--- config.mk ---
export PLATFORM = sky130hd
export DESIGN_NAME = inst_fetch_queue_flat
export DESIGN_NICKNAME = d
export VERILOG_FILES = /design/src/rtl/inst_fetch_queue_if.sv /design/src/rtl/inst_fetch_queue.sv /design/src/flat_wrapper.sv
export SDC_FILE = /design/constraint.sdc
export NUM_CORES = 1
export LEC_CHECK = 0
export BUFFER_PORTS_ARGS = -buffer_cell sky130_fd_sc_hd__buf_2
export CAP_MARGIN = 0
export CORE_MARGIN = 2
export CORE_UTILIZATION = 45
export CTS_CLUSTER_SIZE = 40
export DETAILED_ROUTE_END_ITERATION = 12
export PLACE_DENSITY_LB_ADDON = 0.2
export SKIP_CTS_REPAIR_TIMING = 1
export SLEW_MARGIN = 15
export SYNTH_ARGS = -nofsm -noshare
export SYNTH_HDL_FRONTEND = slang
export SYNTH_SLANG_ARGS = --single-unit
--- constraint.sdc ---
create_clock -name clk -period 7.22 [get_ports clk]
set_clock_uncertainty 0.05 [all_clocks]
set_input_delay 0.722 -clock clk [delete_from_list [all_inputs] [get_ports clk]]
set_output_delay 0.722 -clock clk [all_outputs]
set_load 0.01 [all_outputs]
--- src/rtl/inst_fetch_queue_if.sv ---
// Bus signals of the fetch queue: instruction-memory request/ack channel
// and the decode-side valid/ready channel.
interface inst_fetch_queue_if #(
  parameter int ADDR_W = 6,
  parameter int DATA_W = 32
);
  logic              imem_req_o;
  logic [ADDR_W-1:0] imem_addr_o;
  logic              imem_ack_i;
  logic [DATA_W-1:0] imem_rdata_i;
  logic              id_valid_o;
  logic              id_ready_i;
  logic [ADDR_W-1:0] id_pc_o;
  logic [DATA_W-1:0] id_inst_o;

  modport master (
    output imem_req_o, imem_addr_o, id_valid_o, id_pc_o, id_inst_o,
    input  imem_ack_i, imem_rdata_i, id_ready_i
  );

  modport slave (
    input  imem_req_o, imem_addr_o, id_valid_o, id_pc_o, id_inst_o,
    output imem_ack_i, imem_rdata_i, id_ready_i
  );
endinterface

--- src/rtl/inst_fetch_queue.sv ---
// Instruction fetch stage: one outstanding imem request, results queued in a
// small {pc, inst} FIFO toward decode, with PC back-pressure and flush.
module inst_fetch_queue #(
  parameter int ADDR_W = 6,
  parameter int DATA_W = 32,
  parameter int DEPTH  = 4
) (
  input  logic                     clk,
  input  logic                     rst,
  input  logic [ADDR_W-1:0]        pc_i,
  input  logic                     ce_i,
  input  logic                     flush_i,
  output logic                     stall_o,
  output logic [$clog2(DEPTH):0]   count_o,
  inst_fetch_queue_if.master       bus
);

  // state | meaning
  // IDLE  | no request outstanding
  // REQ   | request outstanding, result is kept
  // DRAIN | request outstanding, result is discarded (flushed)
  localparam logic [1:0] S_IDLE  = 2'd0;
  localparam logic [1:0] S_REQ   = 2'd1;
  localparam logic [1:0] S_DRAIN = 2'd2;

  localparam int PW = $clog2(DEPTH);
  localparam int CW = PW + 1;

  logic [1:0]        state_q, state_d;
  logic [CW-1:0]     count_q, count_d, cnt_nxt;
  logic [PW-1:0]     wr_ptr_q, wr_ptr_d, rd_ptr_q, rd_ptr_d;
  logic [ADDR_W-1:0] addr_q, addr_d;
  logic [ADDR_W-1:0] pc_mem   [DEPTH];
  logic [DATA_W-1:0] inst_mem [DEPTH];
  logic              wr, rd, accept, do_wr, do_rd, head_vld;

  assign head_vld = (count_q != '0);
  assign wr       = (state_q == S_REQ) & bus.imem_ack_i;
  assign rd       = head_vld & bus.id_ready_i;
  assign cnt_nxt  = count_q + CW'(wr) - CW'(rd);
  // A pop in the same cycle frees the slot, so a full FIFO can still accept.
  assign accept   = ce_i & ~flush_i & ((state_q == S_IDLE) | wr) &
                    (cnt_nxt < CW'(DEPTH));
  assign stall_o  = ce_i & ~accept;
  assign do_wr    = wr & ~flush_i;
  assign do_rd    = rd & ~flush_i;

  always_comb begin
    count_d  = count_q;
    wr_ptr_d = wr_ptr_q;
    rd_ptr_d = rd_ptr_q;
    if (flush_i) begin
      count_d  = '0;
      wr_ptr_d = '0;
      rd_ptr_d = '0;
    end else begin
      count_d = cnt_nxt;
      if (do_wr) wr_ptr_d = wr_ptr_q + PW'(1);
      if (do_rd) rd_ptr_d = rd_ptr_q + PW'(1);
    end
  end

  always_comb begin
    state_d = state_q;
    addr_d  = addr_q;
    if (accept) begin
      state_d = S_REQ;
      addr_d  = pc_i;
    end else begin
      case (state_q)
        S_REQ: begin
          if (bus.imem_ack_i)  state_d = S_IDLE;
          else if (flush_i)    state_d = S_DRAIN;
        end
        S_DRAIN: begin
          if (bus.imem_ack_i)  state_d = S_IDLE;
        end
        default:               state_d = S_IDLE;
      endcase
    end
  end

  always_ff @(posedge clk or negedge rst) begin
    if (!rst) begin
      state_q  <= S_IDLE;
      count_q  <= '0;
      wr_ptr_q <= '0;
      rd_ptr_q <= '0;
      addr_q   <= '0;
    end else begin
      state_q  <= state_d;
      count_q  <= count_d;
      wr_ptr_q <= wr_ptr_d;
      rd_ptr_q <= rd_ptr_d;
      addr_q   <= addr_d;
    end
  end

  // Storage needs no reset; the head outputs are gated by occupancy.
  always_ff @(posedge clk) begin
    if (do_wr) begin
      pc_mem[wr_ptr_q]   <= addr_q;
      inst_mem[wr_ptr_q] <= bus.imem_rdata_i;
    end
  end

  assign bus.imem_req_o  = (state_q == S_REQ) | (state_q == S_DRAIN);
  assign bus.imem_addr_o = addr_q;
  assign bus.id_valid_o  = head_vld;
  assign bus.id_pc_o     = head_vld ? pc_mem[rd_ptr_q]   : '0;
  assign bus.id_inst_o   = head_vld ? inst_mem[rd_ptr_q] : '0;
  assign count_o         = count_q;

endmodule

--- src/flat_wrapper.sv ---
// flat-port wrapper written by rule: the top's interface ports become plain ports
module inst_fetch_queue_flat 
#(
  parameter int ADDR_W = 6,
  parameter int DATA_W = 32,
  parameter int DEPTH  = 4
)
  (clk, rst, pc_i, ce_i, flush_i, stall_o, count_o, bus_imem_req_o, bus_imem_addr_o, bus_id_valid_o, bus_id_pc_o, bus_id_inst_o, bus_imem_ack_i, bus_imem_rdata_i, bus_id_ready_i);
  inst_fetch_queue_if #(.ADDR_W(ADDR_W), .DATA_W(DATA_W)) bus_i ();
  input  logic clk;
  input  logic rst;
  input  logic [ADDR_W-1:0] pc_i;
  input  logic ce_i;
  input  logic flush_i;
  output logic stall_o;
  output logic [$clog2(DEPTH):0] count_o;
  output wire logic [$bits(bus_i.imem_req_o)-1:0] bus_imem_req_o;
  output wire logic [$bits(bus_i.imem_addr_o)-1:0] bus_imem_addr_o;
  output wire logic [$bits(bus_i.id_valid_o)-1:0] bus_id_valid_o;
  output wire logic [$bits(bus_i.id_pc_o)-1:0] bus_id_pc_o;
  output wire logic [$bits(bus_i.id_inst_o)-1:0] bus_id_inst_o;
  input wire logic [$bits(bus_i.imem_ack_i)-1:0] bus_imem_ack_i;
  input wire logic [$bits(bus_i.imem_rdata_i)-1:0] bus_imem_rdata_i;
  input wire logic [$bits(bus_i.id_ready_i)-1:0] bus_id_ready_i;
  assign bus_imem_req_o = bus_i.imem_req_o;
  assign bus_imem_addr_o = bus_i.imem_addr_o;
  assign bus_id_valid_o = bus_i.id_valid_o;
  assign bus_id_pc_o = bus_i.id_pc_o;
  assign bus_id_inst_o = bus_i.id_inst_o;
  assign bus_i.imem_ack_i = bus_imem_ack_i;
  assign bus_i.imem_rdata_i = bus_imem_rdata_i;
  assign bus_i.id_ready_i = bus_id_ready_i;
  inst_fetch_queue #(.ADDR_W(ADDR_W), .DATA_W(DATA_W), .DEPTH(DEPTH)) u_core (.clk(clk), .rst(rst), .pc_i(pc_i), .ce_i(ce_i), .flush_i(flush_i), .stall_o(stall_o), .count_o(count_o), .bus(bus_i));
endmodule
==> results of run 1 <==
## metrics by stage
| step | setup slack, ns | instance area (µm²) | util (%) |
|---|---|---|---|
| after floorplan | 4.010 | 6579 | - |
| after global placement | 3.576 | 7226 | 50.10 |
| after detailed placement | 3.479 | 7226 | 50.10 |
| after CTS | 3.139 | 7846 | 54.40 |
| after global routing | 2.936 | 7846 | 54.40 |
| final | 3.147 | 7846 | 54.40 |
## power by group
group,switching (mW),internal (mW)
registers,0.121,1.13
clock network,0.342,0.575
logic,0.284,0.346
total,0.748,2.05
## layer usage
layer  wire length [µm]  up-vias  global-route usage [%]
li1                   -     1433                       -
met1               5301     1588                   21.01
met2               5600       82                   25.20
met3                527       10                   4.940
met4                149        0                   6.405
met5                  0        -                       0
## layout by cell type, fill, tap and decap left out, types with 2 or more instances in the layout
master | netlist | final
dfrtp_1 | 15 | 13
and2_2 | 0 | 4
xor2_1 | 2 | 2
inv_1 | 11 | 11
mux4_2 | 38 | 38
mux2_4 | 6 | 6
nor2_1 | 6 | 6
clkbuf_16 | 0 | 21
clkinv_2 | 0 | 3
buf_2 | 6 | 93
nand2_1 | 2 | 2
clkbuf_8 | 0 | 2
a21oi_1 | 3 | 3
nor2b_1 | 40 | 40
clkbuf_1 | 8 | 4
edfxtp_1 | 152 | 152
ha_1 | 9 | 9
## final cells by class
type / instances / area (µm²)
Multi-Input combinational cell: 123 / 1536
Sequential cell: 167 / 4945
Fill cell: 1171 / 6578
Tap cell: 184 / 230.2
Clock inverter: 5 / 52.55
Clock buffer: 27 / 568.0
Inverter: 11 / 41.29
Timing Repair Buffer: 94 / 473.0
## worst max-delay path: stages (launching register included)
cell and delay (ns):
dfrtp_1 0.47, o31ai_1 0.39, inv_1 0.10, ha_1 0.29, inv_1 0.06, ha_1 0.13
inv_1 0.04, fa_1 0.36, xnor3_1 0.24, and4bb_1 0.55, nor2b_1 0.09, buf_2 0.16
## cell families after synthesis
| kind of cell | after synthesis | synth area share, % |
|---|---|---|
| flip-flops | 167 | 75.09 |
| AND/OR/NAND/NOR | 58 | 5.401 |
| multiplexers | 44 | 14.38 |
| buffers and inverters | 26 | 1.712 |
| adder cells (fa/ha/maj) | 10 | 2.016 |
| AO/OA/AOI/OAI | 7 | 0.6656 |
| XOR/XNOR | 4 | 0.7418 |
## sequential cells by signal, indices dropped and copies added (netlist names)
name / count
u_core.state_q: 2
u_core.inst_mem: 128
u_core.bus.imem_addr_o: 6
u_core.pc_mem: 24
u_core.rd_ptr_q: 2
u_core.count_o: 3
u_core.wr_ptr_q: 2
## worst paths after layout
kind,slack [ns],endpoint
max in group asynchronous,6.66,u_core.rd_ptr_q[0]$_DFFE_PN0P_
min in group clk,0.47,u_core.inst_mem[3][7]$_DFFE_PP_
min,0.15,u_core.bus.imem_addr_o[2]$_DFFE_PN0P_
max,3.15,stall_o
max reg2reg,4.07,u_core.bus.imem_addr_o[3]$_DFFE_PN0P_
min reg2reg,0.51,u_core.pc_mem[3][4]$_DFFE_PP_
==> run summary, run 1 <==
OUTCOME
----------------------------------------------------------------------------------------
Status                                                                      finished, final reports clean

WORST HOLD PATH
----------------------------------------------------------------------------------------
Worst hold path type                                                        input pin to asynchronous set/reset pin

PLACED DESIGN
----------------------------------------------------------------------------------------
Routability-driven placement congestion ratio                                     0.7456
Input/output buffers                                                                  93
Hpwl dp                                                                         6.376 mm
Placed Cells                                                                         579

STA
----------------------------------------------------------------------------------------
Setup repair after global routing missed its margin                                   no
Ratio of final minimum period to clock period                                     56.41%
Final hold viol count                                                                  0
Max Fclk                                                                       245.5 MHz
Hold WS                                                                        0.1527 ns
Worst slew margin                                                                 26.99%
Sum Neg Setup Slack                                                                 0 ns
Slew of the pin with the lowest slew margin                                     1.095 ns
Slew Viols, Final                                                                      0
Minimum clock period after layout                                               4.073 ns
Final-report setup violation count                                                     0

SYNTH
----------------------------------------------------------------------------------------
Area leader, netlist                                                            edfxtp_1
Post-synthesis net count                                                             370
Unique cell type count in the Yosys netlist                                           28
Number of flops mapped to enable cells by yosys                                      152
Synth top area cells                                                        edfxtp_1 (69%), mux4_2 (13%), dfrtp_1 (5.7%)
Instance count of the mapped netlist                                                 316
Most used flip-flop cell after synthesis                                        edfxtp_1
Avg Inst Size Synth                                                            20.82 µm²
Post-synth ARST share                                                             8.982%
Commonest cells in the netlist                                              edfxtp_1 (152), nor2b_1 (40), mux4_2 (38), dfrtp_1 (15), inv_1 (11)
Synthesis-stage register bit count                                                   167
Post-synthesis instance area                                                0.006579 mm²
Count of yosys warnings during synthesis                                               0
Cell with the most instances after synthesis                                    edfxtp_1
Seq/Total Area, Yosys                                                             75.09%
Share of the synthesized area in the top cell type                                69.38%

LAYOUT
----------------------------------------------------------------------------------------
Number of antenna repair diodes                                                        0
Growth of design area from synthesis to finish                                    19.27%
Final net count                                                                      468
Fraction of layout instances using a drive strength above 1                       40.75%
Post-route insts no fill                                                             611

WORST SETUP PATH
----------------------------------------------------------------------------------------
Reg2reg path depth                                                                    10
Critical register-to-register path startpoint                               u_core.count_o[1]$_DFF_PN0_
Critical Path RT                                                                 6.45 ns
Sort of element at the end of the critical path                               output pin
Max Fanout on Critical Path                                                            9
Kind of critical path                                                       flop to output pin
Crit path launch                                                            u_core.count_o[1]$_DFF_PN0_
Arrival time at the worst endpoint                                               3.30 ns
Sort of element at the start of the critical path                                   flop

DETAILED ROUTING
----------------------------------------------------------------------------------------
Post-detailed-route wirelength per cell                                         18.95 µm
Detailed-route vias per instance                                                   5.095
Total number of vias                                                                3113
Number of search-and-repair iterations in the first detailed-routing pass              4
Violation count after the first detailed-routing iteration                           232
Count of unresolved DRC violations after routing                                       0
Post-detailed-route count of antenna-violating nets                                    0
WL final                                                                        11.58 mm

CLOCK TREE
----------------------------------------------------------------------------------------
Clock tree from TritonCTS                                                            yes
TritonCTS Buffers                                                                     17
Root buf cell                                                                  clkbuf_16
Count of H-tree levels built during CTS                                                4
Later-pin clock latency in the skew report                                       0.42 ns
Register clock-pin slew on the reported worst setup and hold paths               0.07 ns
CTS Sinks                                                                            167
Maximum count of clock buffers along a single path                                     2

GRT
----------------------------------------------------------------------------------------
Pin count of the biggest net entering global routing                                  41
GR Overflow Total                                                                      0
Vias in the first global route                                                      3224
Total routing usage reported by global routing                                    15.98%
Antenna violations before repair                                                       0
Global-route wire length before repair                                          18.30 mm

JOB
----------------------------------------------------------------------------------------
Max-cap violation count                                                                0

POWER
----------------------------------------------------------------------------------------
IR Drop Worst-Case VDD                                                       0.0001874 V
PnR Total Power                                                                 2.801 mW
Static Leak                                                                     2.796 nW
Power density over cell area                                                357.0 mW/mm²

FLOORPLAN
----------------------------------------------------------------------------------------
Die width                                                                       124.9 µm
Die area                                                                     0.01560 mm²
Initial core utilization                                                          45.61%
Core Rows                                                                             44
Core area                                                                    0.01442 mm²
Height of the die                                                               124.9 µm
IO Pins                                                                               94

No activity file was read; power rests on OpenSTA's default activity.
==> run 2, diff against run 1 <==
- clock period: 7.22 -> 3.27 ns (I/O delays scaled with it)
==> run 2 against run 1 <==
Core utilization grew 0.63 points. Die area is the same. First-iteration DRC count shrank 30%. Count of clock-buffer cells in the layout shrank 8. Sequential share of layout area shrank 0.68 points. Global-route usage shrank 0.12 points. Combinational power grew 150%. Total power grew 120%. Routed wire length grew 2.8%. Critical path depth is the same. Clock power grew 100%. Critical path type unchanged. Register-to-register slack lost 3.6 ns.
==> run summary, run 2 (synthesis gave the netlist of run 1 again) <==
GRT
----------------------------------------------------------------------------------------
Vias in the first global route                                                      3375
Pin count of the biggest net entering global routing                                  40
Antenna violations before repair                                                       0
Global-route wire length before repair                                          18.33 mm
GR Overflow Total                                                                      0
Total routing usage reported by global routing                                    15.86%

STA
----------------------------------------------------------------------------------------
Ratio of final minimum period to clock period                                     95.49%
Sum Neg Setup Slack                                                                 0 ns
Worst slew margin                                                                 61.89%
Final-report setup violation count                                                     0
Final hold viol count                                                                  0
Minimum clock period after layout                                               3.122 ns
Slew of the pin with the lowest slew margin                                    0.5717 ns
Max Fclk                                                                       320.3 MHz
Slew Viols, Final                                                                      0
Smallest setup slack after layout                                              0.1476 ns
Hold WS                                                                       0.07376 ns

WORST SETUP PATH
----------------------------------------------------------------------------------------
Kind of critical path                                                       flop to output pin
Cell Chain, Critical Path                                                   o31ai_4 -> inv_1 -> ha_1 -> inv_1 -> ha_1 -> inv_1 -> fa_1 -> xnor3_1 -> and4bb_1 -> nor2b_1 -> buf_2
Max Fanout on Critical Path                                                            3
Sort of element at the start of the critical path                                   flop
Max incr delay on CP                                                             0.43 ns
Critical path's slowest cell                                                     dfrtp_2
Arrival time at the worst endpoint                                               2.75 ns
Critical Path RT                                                                 2.89 ns
Critical path's most frequent cell                                                 inv_1
Sort of element at the end of the critical path                               output pin

PLACED DESIGN
----------------------------------------------------------------------------------------
Hpwl dp                                                                         7.265 mm
Routability-driven placement congestion ratio                                     0.7565
Post-Place Setup Slack                                                         0.3310 ns
Input/output buffers                                                                  93

FLOORPLAN
----------------------------------------------------------------------------------------
Die area                                                                     0.01560 mm²
Core area                                                                    0.01442 mm²
Initial core utilization                                                          45.61%
IO Pins                                                                               94
Die width                                                                       124.9 µm
Core Rows                                                                             44
Height of the die                                                               124.9 µm

CLOCK TREE
----------------------------------------------------------------------------------------
Register clock-pin slew on the reported worst setup and hold paths               0.06 ns
Clock tree from TritonCTS                                                            yes
Root buf cell                                                                  clkbuf_16
Later-pin clock latency in the skew report                                       0.42 ns
CTS Sinks                                                                            167
Maximum count of clock buffers along a single path                                     2
Count of H-tree levels built during CTS                                                4
TritonCTS Buffers                                                                     17

LAYOUT
----------------------------------------------------------------------------------------
Growth of design area from synthesis to finish                                    20.65%
Most used cells in the layout excluding fill and tap cells                  edfxtp_1 (152), buf_2 (93), nor2b_1 (40), mux4_2 (38), clkbuf_16 (17)
Final net count                                                                      481
Area used by multi-input combinational logic                                0.001550 mm²
Total area of sequential cells                                              0.004949 mm²
Fill cells                                                                          1133
Largest register by flop count                                              u_core.inst_mem
Leading cell type in the layout, fill and taps excluded                         edfxtp_1
Fraction of layout instances using a drive strength above 1                       42.82%
Number of antenna repair diodes                                                        0
Number of flip-flops in the largest register                                         128
Final standard cell utilization of the core                                       55.03%

DETAILED ROUTING
----------------------------------------------------------------------------------------
Post-detailed-route wirelength per cell                                         19.10 µm
Total number of vias                                                                3240
Post-detailed-route count of antenna-violating nets                                    0
Violation count after the first detailed-routing iteration                           162
Detailed-route vias per instance                                                   5.201
WL final                                                                        11.90 mm
Number of search-and-repair iterations in the first detailed-routing pass              4
Count of unresolved DRC violations after routing                                       0

OUTCOME
----------------------------------------------------------------------------------------
Status                                                                      finished, final reports clean

POWER
----------------------------------------------------------------------------------------
Static Leak                                                                     2.833 nW
Power density over cell area                                                767.9 mW/mm²
Net switching power                                                             1.669 mW
Sequential group share of total power                                              44.0%
Logic gate share of total power                                                    25.7%
Switching part of the total                                                       27.38%
Int Pwr                                                                         4.426 mW
IR Drop Worst-Case VDD                                                       0.0004387 V
Clock power frac                                                                   30.3%

JOB
----------------------------------------------------------------------------------------
Max-cap violation count                                                                0

WORST HOLD PATH
----------------------------------------------------------------------------------------
Worst hold path type                                                        input pin to flop

## run 2: worst max-delay path, delay by kind of cell, from the launching register on
kind                       cells  cell delay [ns]
xor gates and xnor gates       1             0.20
DFF                            1             0.43
adders and majority gates      3             0.77
and+or+nand+nor                2             0.31
buffers and inverters          4             0.32
AOI/OAI and AO/OA              1             0.28
## run 2: final timing paths
path	from	endpoint	slack (ns)	cells after the start
worst min register to register	u_core.bus.imem_addr_o[4]$_DFFE_PN0P_	u_core.pc_mem[2][4]$_DFFE_PP_	0.52	0
min in group asynchronous	rst	u_core.bus.imem_addr_o[4]$_DFFE_PN0P_	0.30	2
worst min-delay path	bus_imem_rdata_i[13]	u_core.inst_mem[1][13]$_DFFE_PP_	0.07	1
worst max-delay path	u_core.count_o[0]$_DFF_PN0_	stall_o	0.15	11
max in group asynchronous	rst	u_core.rd_ptr_q[0]$_DFFE_PN0P_	2.59	2
worst max register to register	u_core.count_o[0]$_DFF_PN0_	u_core.bus.imem_addr_o[2]$_DFFE_PN0P_	0.49	11
## run 2: power by group through the flow
stage	Sequential [mW]	Clock [mW]	Combinational, mW
4_1_cts	2.68	1.90	1.59
2_1_floorplan	2.64	0	1.07
3_3_place_gp	2.71	0	1.58
5_1_grt	2.71	1.96	1.71
6_report	2.68	1.85	1.57
3_5_place_dp	2.72	0	1.59
## run 2: area by class of cell
class,count,area share [%]
clock buffers,19,5.454
flip-flops and latches,167,62.34
well taps,184,2.900
repair buffers,107,7.850
multi-input cells,123,19.53
clock inverters,12,1.403
inverters,11,0.5202
## run 2: routing by layer
metal	part of all wire [%]	wire (µm)	global-route usage, %
met1	43	5170	20.86
met2	50	5987	25.27
met3	4.8	574	5.026
met4	1.4	167	5.686
met5	0	0	0
## run 2: through the flow
step	cells	instance area (µm²)	total power, mW
6_report	623	7938	6.095
3_3_place_gp	588	7343	4.288
5_1_grt	623	7938	6.376
4_1_cts	619	7888	6.165
2_1_floorplan	316	6579	3.709
3_5_place_dp	588	7343	4.309
==> run 3, diff against run 2 <==
- ABC_AREA: not set -> 1
==> run 3 against run 2 <==
Sequential power fell by 4%. Global-route usage grew 3.1 points. Via count grew 37%. Non-clock buffer count increased by 2. Core utilization grew 0.71 points. Clock power rose by 13%. Cell count grew 37%. Synthesized area up 2.9%. Worst setup slack gained 0.0076 ns. Design area grew 2.5%. Worst hold slack got worse by 0.0054 ns. Critical path depth rose by 4. Critical endpoint unchanged.
==> run summary, run 3 <==
STA
----------------------------------------------------------------------------------------
Ratio of final minimum period to clock period                                     95.26%
Hold WS                                                                       0.06837 ns
Final hold viol count                                                                  0
Worst slew margin                                                                 39.92%
Minimum clock period after layout                                               3.115 ns
Smallest setup slack after layout                                              0.1551 ns
Slew Viols, Final                                                                      0
Final-report setup violation count                                                     0
Max Fclk                                                                       321.0 MHz
Slew of the pin with the lowest slew margin                                    0.8999 ns

FLOORPLAN
----------------------------------------------------------------------------------------
Initial core utilization                                                          46.39%
IO Pins                                                                               94
Die width                                                                       126.6 µm
Die area                                                                     0.01604 mm²
Height of the die                                                               126.6 µm
Core area                                                                    0.01459 mm²
Core Rows                                                                             44

LAYOUT
----------------------------------------------------------------------------------------
Fraction of layout instances using a drive strength above 1                       23.84%
Final net count                                                                      708
Fill cells                                                                          1202
Number of antenna repair diodes                                                        0
Most used cells in the layout excluding fill and tap cells                  nor2_1 (158), edfxtp_1 (152), buf_2 (93), o21ai_0 (50), a21oi_1 (41)
Post-route insts no fill                                                             851
Number of flip-flops in the largest register                                         128
Growth of design area from synthesis to finish                                    20.17%
Largest register by flop count                                              u_core.inst_mem
Leading cell type in the layout, fill and taps excluded                           nor2_1

PLACED DESIGN
----------------------------------------------------------------------------------------
Input/output buffers                                                                  93
Routability-driven placement congestion ratio                                     0.7538
Hpwl dp                                                                         8.347 mm
Placed Cells                                                                         814
Post-Place Setup Slack                                                         0.4966 ns

CLOCK TREE
----------------------------------------------------------------------------------------
TritonCTS Buffers                                                                     17
Clock tree from TritonCTS                                                            yes
Count of H-tree levels built during CTS                                                4
CTS Sinks                                                                            167
Maximum count of clock buffers along a single path                                     2
Register clock-pin slew on the reported worst setup and hold paths               0.07 ns
Root buf cell                                                                  clkbuf_16
Later-pin clock latency in the skew report                                       0.42 ns

POWER
----------------------------------------------------------------------------------------
IR Drop Worst-Case VDD                                                       0.0004894 V
Static Leak                                                                     3.108 nW
Power density over cell area                                                791.7 mW/mm²

WORST SETUP PATH
----------------------------------------------------------------------------------------
Critical Path RT                                                                 2.89 ns
Arrival time at the worst endpoint                                               2.74 ns
FF-to-FF setup slack                                                             0.65 ns
Sort of element at the start of the critical path                                   flop
Reg2reg path depth                                                                    18
FF-to-FF End                                                                u_core.state_q[1]$_DFFE_PN0P_
Critical register-to-register path startpoint                               u_core.count_o[2]$_DFF_PN0_
Sort of element at the end of the critical path                               output pin
Max Fanout on Critical Path                                                            5
Kind of critical path                                                       flop to output pin

GRT
----------------------------------------------------------------------------------------
Global-route wire length before repair                                          23.09 mm
Pin count of the biggest net entering global routing                                  78
GR Overflow Total                                                                      0
Vias in the first global route                                                      4441
Antenna violations before repair                                                       1
Total routing usage reported by global routing                                    18.96%

SYNTH
----------------------------------------------------------------------------------------
Commonest cells in the netlist                                              nor2_1 (162), edfxtp_1 (152), o21ai_0 (50), a21oi_1 (41), o21ai_1 (29)
Cell with the most instances after synthesis                                      nor2_1
Unique cell type count in the Yosys netlist                                           27
Avg Inst Size Synth                                                            12.19 µm²
Post-synthesis net count                                                             609
Count of yosys warnings during synthesis                                               0
Share of the synthesized area in the top cell type                                67.44%
Area leader, netlist                                                            edfxtp_1
Most used flip-flop cell after synthesis                                        edfxtp_1
Synthesis-stage register bit count                                                   167
Number of flops mapped to enable cells by yosys                                      152
Synth top area cells                                                        edfxtp_1 (67%), nor2_1 (9.0%), dfrtp_1 (5.5%)
Post-synthesis instance area                                                0.006768 mm²
Instance count of the mapped netlist                                                 555
Post-synth ARST share                                                             8.982%
Seq/Total Area, Yosys                                                             72.99%

DETAILED ROUTING
----------------------------------------------------------------------------------------
Number of search-and-repair iterations in the first detailed-routing pass              5
Count of unresolved DRC violations after routing                                       0
Post-detailed-route count of antenna-violating nets                                    0
WL final                                                                        14.60 mm
Total number of vias                                                                4449
Detailed-route vias per instance                                                   5.228
Post-detailed-route wirelength per cell                                         17.15 µm
Violation count after the first detailed-routing iteration                           253

WORST HOLD PATH
----------------------------------------------------------------------------------------
Worst Hold Path Cells                                                                  1
Worst min-delay path endpoint                                               u_core.inst_mem[1][27]$_DFFE_PP_
Hold Startpoint                                                             bus_imem_rdata_i[27]
Worst hold path type                                                        input pin to flop

OUTCOME
----------------------------------------------------------------------------------------
Status                                                                      finished, final reports clean

JOB
----------------------------------------------------------------------------------------
Max-cap violation count                                                                0

run 3: cell count changes after synthesis, sizes merged, moves of 3 or more:
cell	change
nor2	+158
o21ai	+78
nor2b	-40
a21oi	+38
mux4	-38
nand2	+26
inv	+14
buf	+11
nand3	+7
mux2	-6
and2	-4
clkbuf	+3
run 3: per-stage QoR:
step	util (%)	TNS [ns]	power (mW)	instance area [µm²]
2_1_floorplan	-	0	3.680	6768
3_3_place_gp	50.94	0	4.264	7432
3_5_place_dp	50.94	0	4.299	7432
4_1_cts	55.36	0	6.389	8077
5_1_grt	55.75	-0.03920	6.789	8133
6_report	55.75	0	6.439	8133
run 3: power by group:
| group | total (mW) | switching (mW) | internal (mW) |
|---|---|---|---|
| combinational | 1.79 | 1.17 | 0.620 |
| clock | 2.09 | 0.792 | 1.30 |
| sequential | 2.56 | 0.0973 | 2.47 |
| total | 6.44 | 2.06 | 4.38 |
run 3: how the worst max path moves through the flow:
stage | cells after the start | slack [ns] | end | from
floorplan | 6 | 0.26 | u_core.inst_mem[0][0]$_DFFE_PP_ | u_core.state_q[1]$_DFFE_PN0P_
global placement | 15 | 0.66 | stall_o | u_core.count_o[1]$_DFF_PN0_
detailed placement | 15 | 0.50 | stall_o | u_core.count_o[1]$_DFF_PN0_
CTS | 15 | 0.03 | stall_o | u_core.count_o[1]$_DFF_PN0_
global route | 16 | -0.04 | stall_o | u_core.count_o[2]$_DFF_PN0_
finish | 15 | 0.16 | stall_o | u_core.count_o[2]$_DFF_PN0_
run 3: worst max-delay path, cell delays in order (launching register included):
cell	delay, ns
dfrtp_1	0.39
inv_1	0.10
nand3_1	0.14
nand2_1	0.12
inv_1	0.06
ha_1	0.26
inv_1	0.06
ha_1	0.14
inv_1	0.05
fa_2	0.35
inv_1	0.07
nand2_1	0.09
nand3_2	0.12
nand2_4	0.07
a21boi_0	0.14
buf_2	0.15
run 3: area by class of cell:
class | count | area [µm²] | area share [%]
inverters | 25 | 96.34 | 1.185
clock inverters | 7 | 73.82 | 0.9077
multi-input cells | 334 | 1593 | 19.58
well taps | 184 | 230.2 | 2.831
clock buffers | 25 | 570.5 | 7.015
flip-flops and latches | 167 | 4943 | 60.78
repair buffers | 109 | 625.6 | 7.692
run 3: cell families after synthesis:
group	Yosys count	synth area share (%)
and+or+nand+nor	201	11.67
DFF	167	72.99
AOI/OAI and AO/OA	123	9.244
buffers and inverters	54	4.141
adders and majority gates	10	1.960
run 3: routing by layer:
layer	track usage, %	vias to the layer above	wire length (µm)
met1	25.04	2157	6471
met4	8.016	0	333
met5	0	-	0
met2	30.39	132	6958
met3	4.429	24	833
li1	-	2136	-
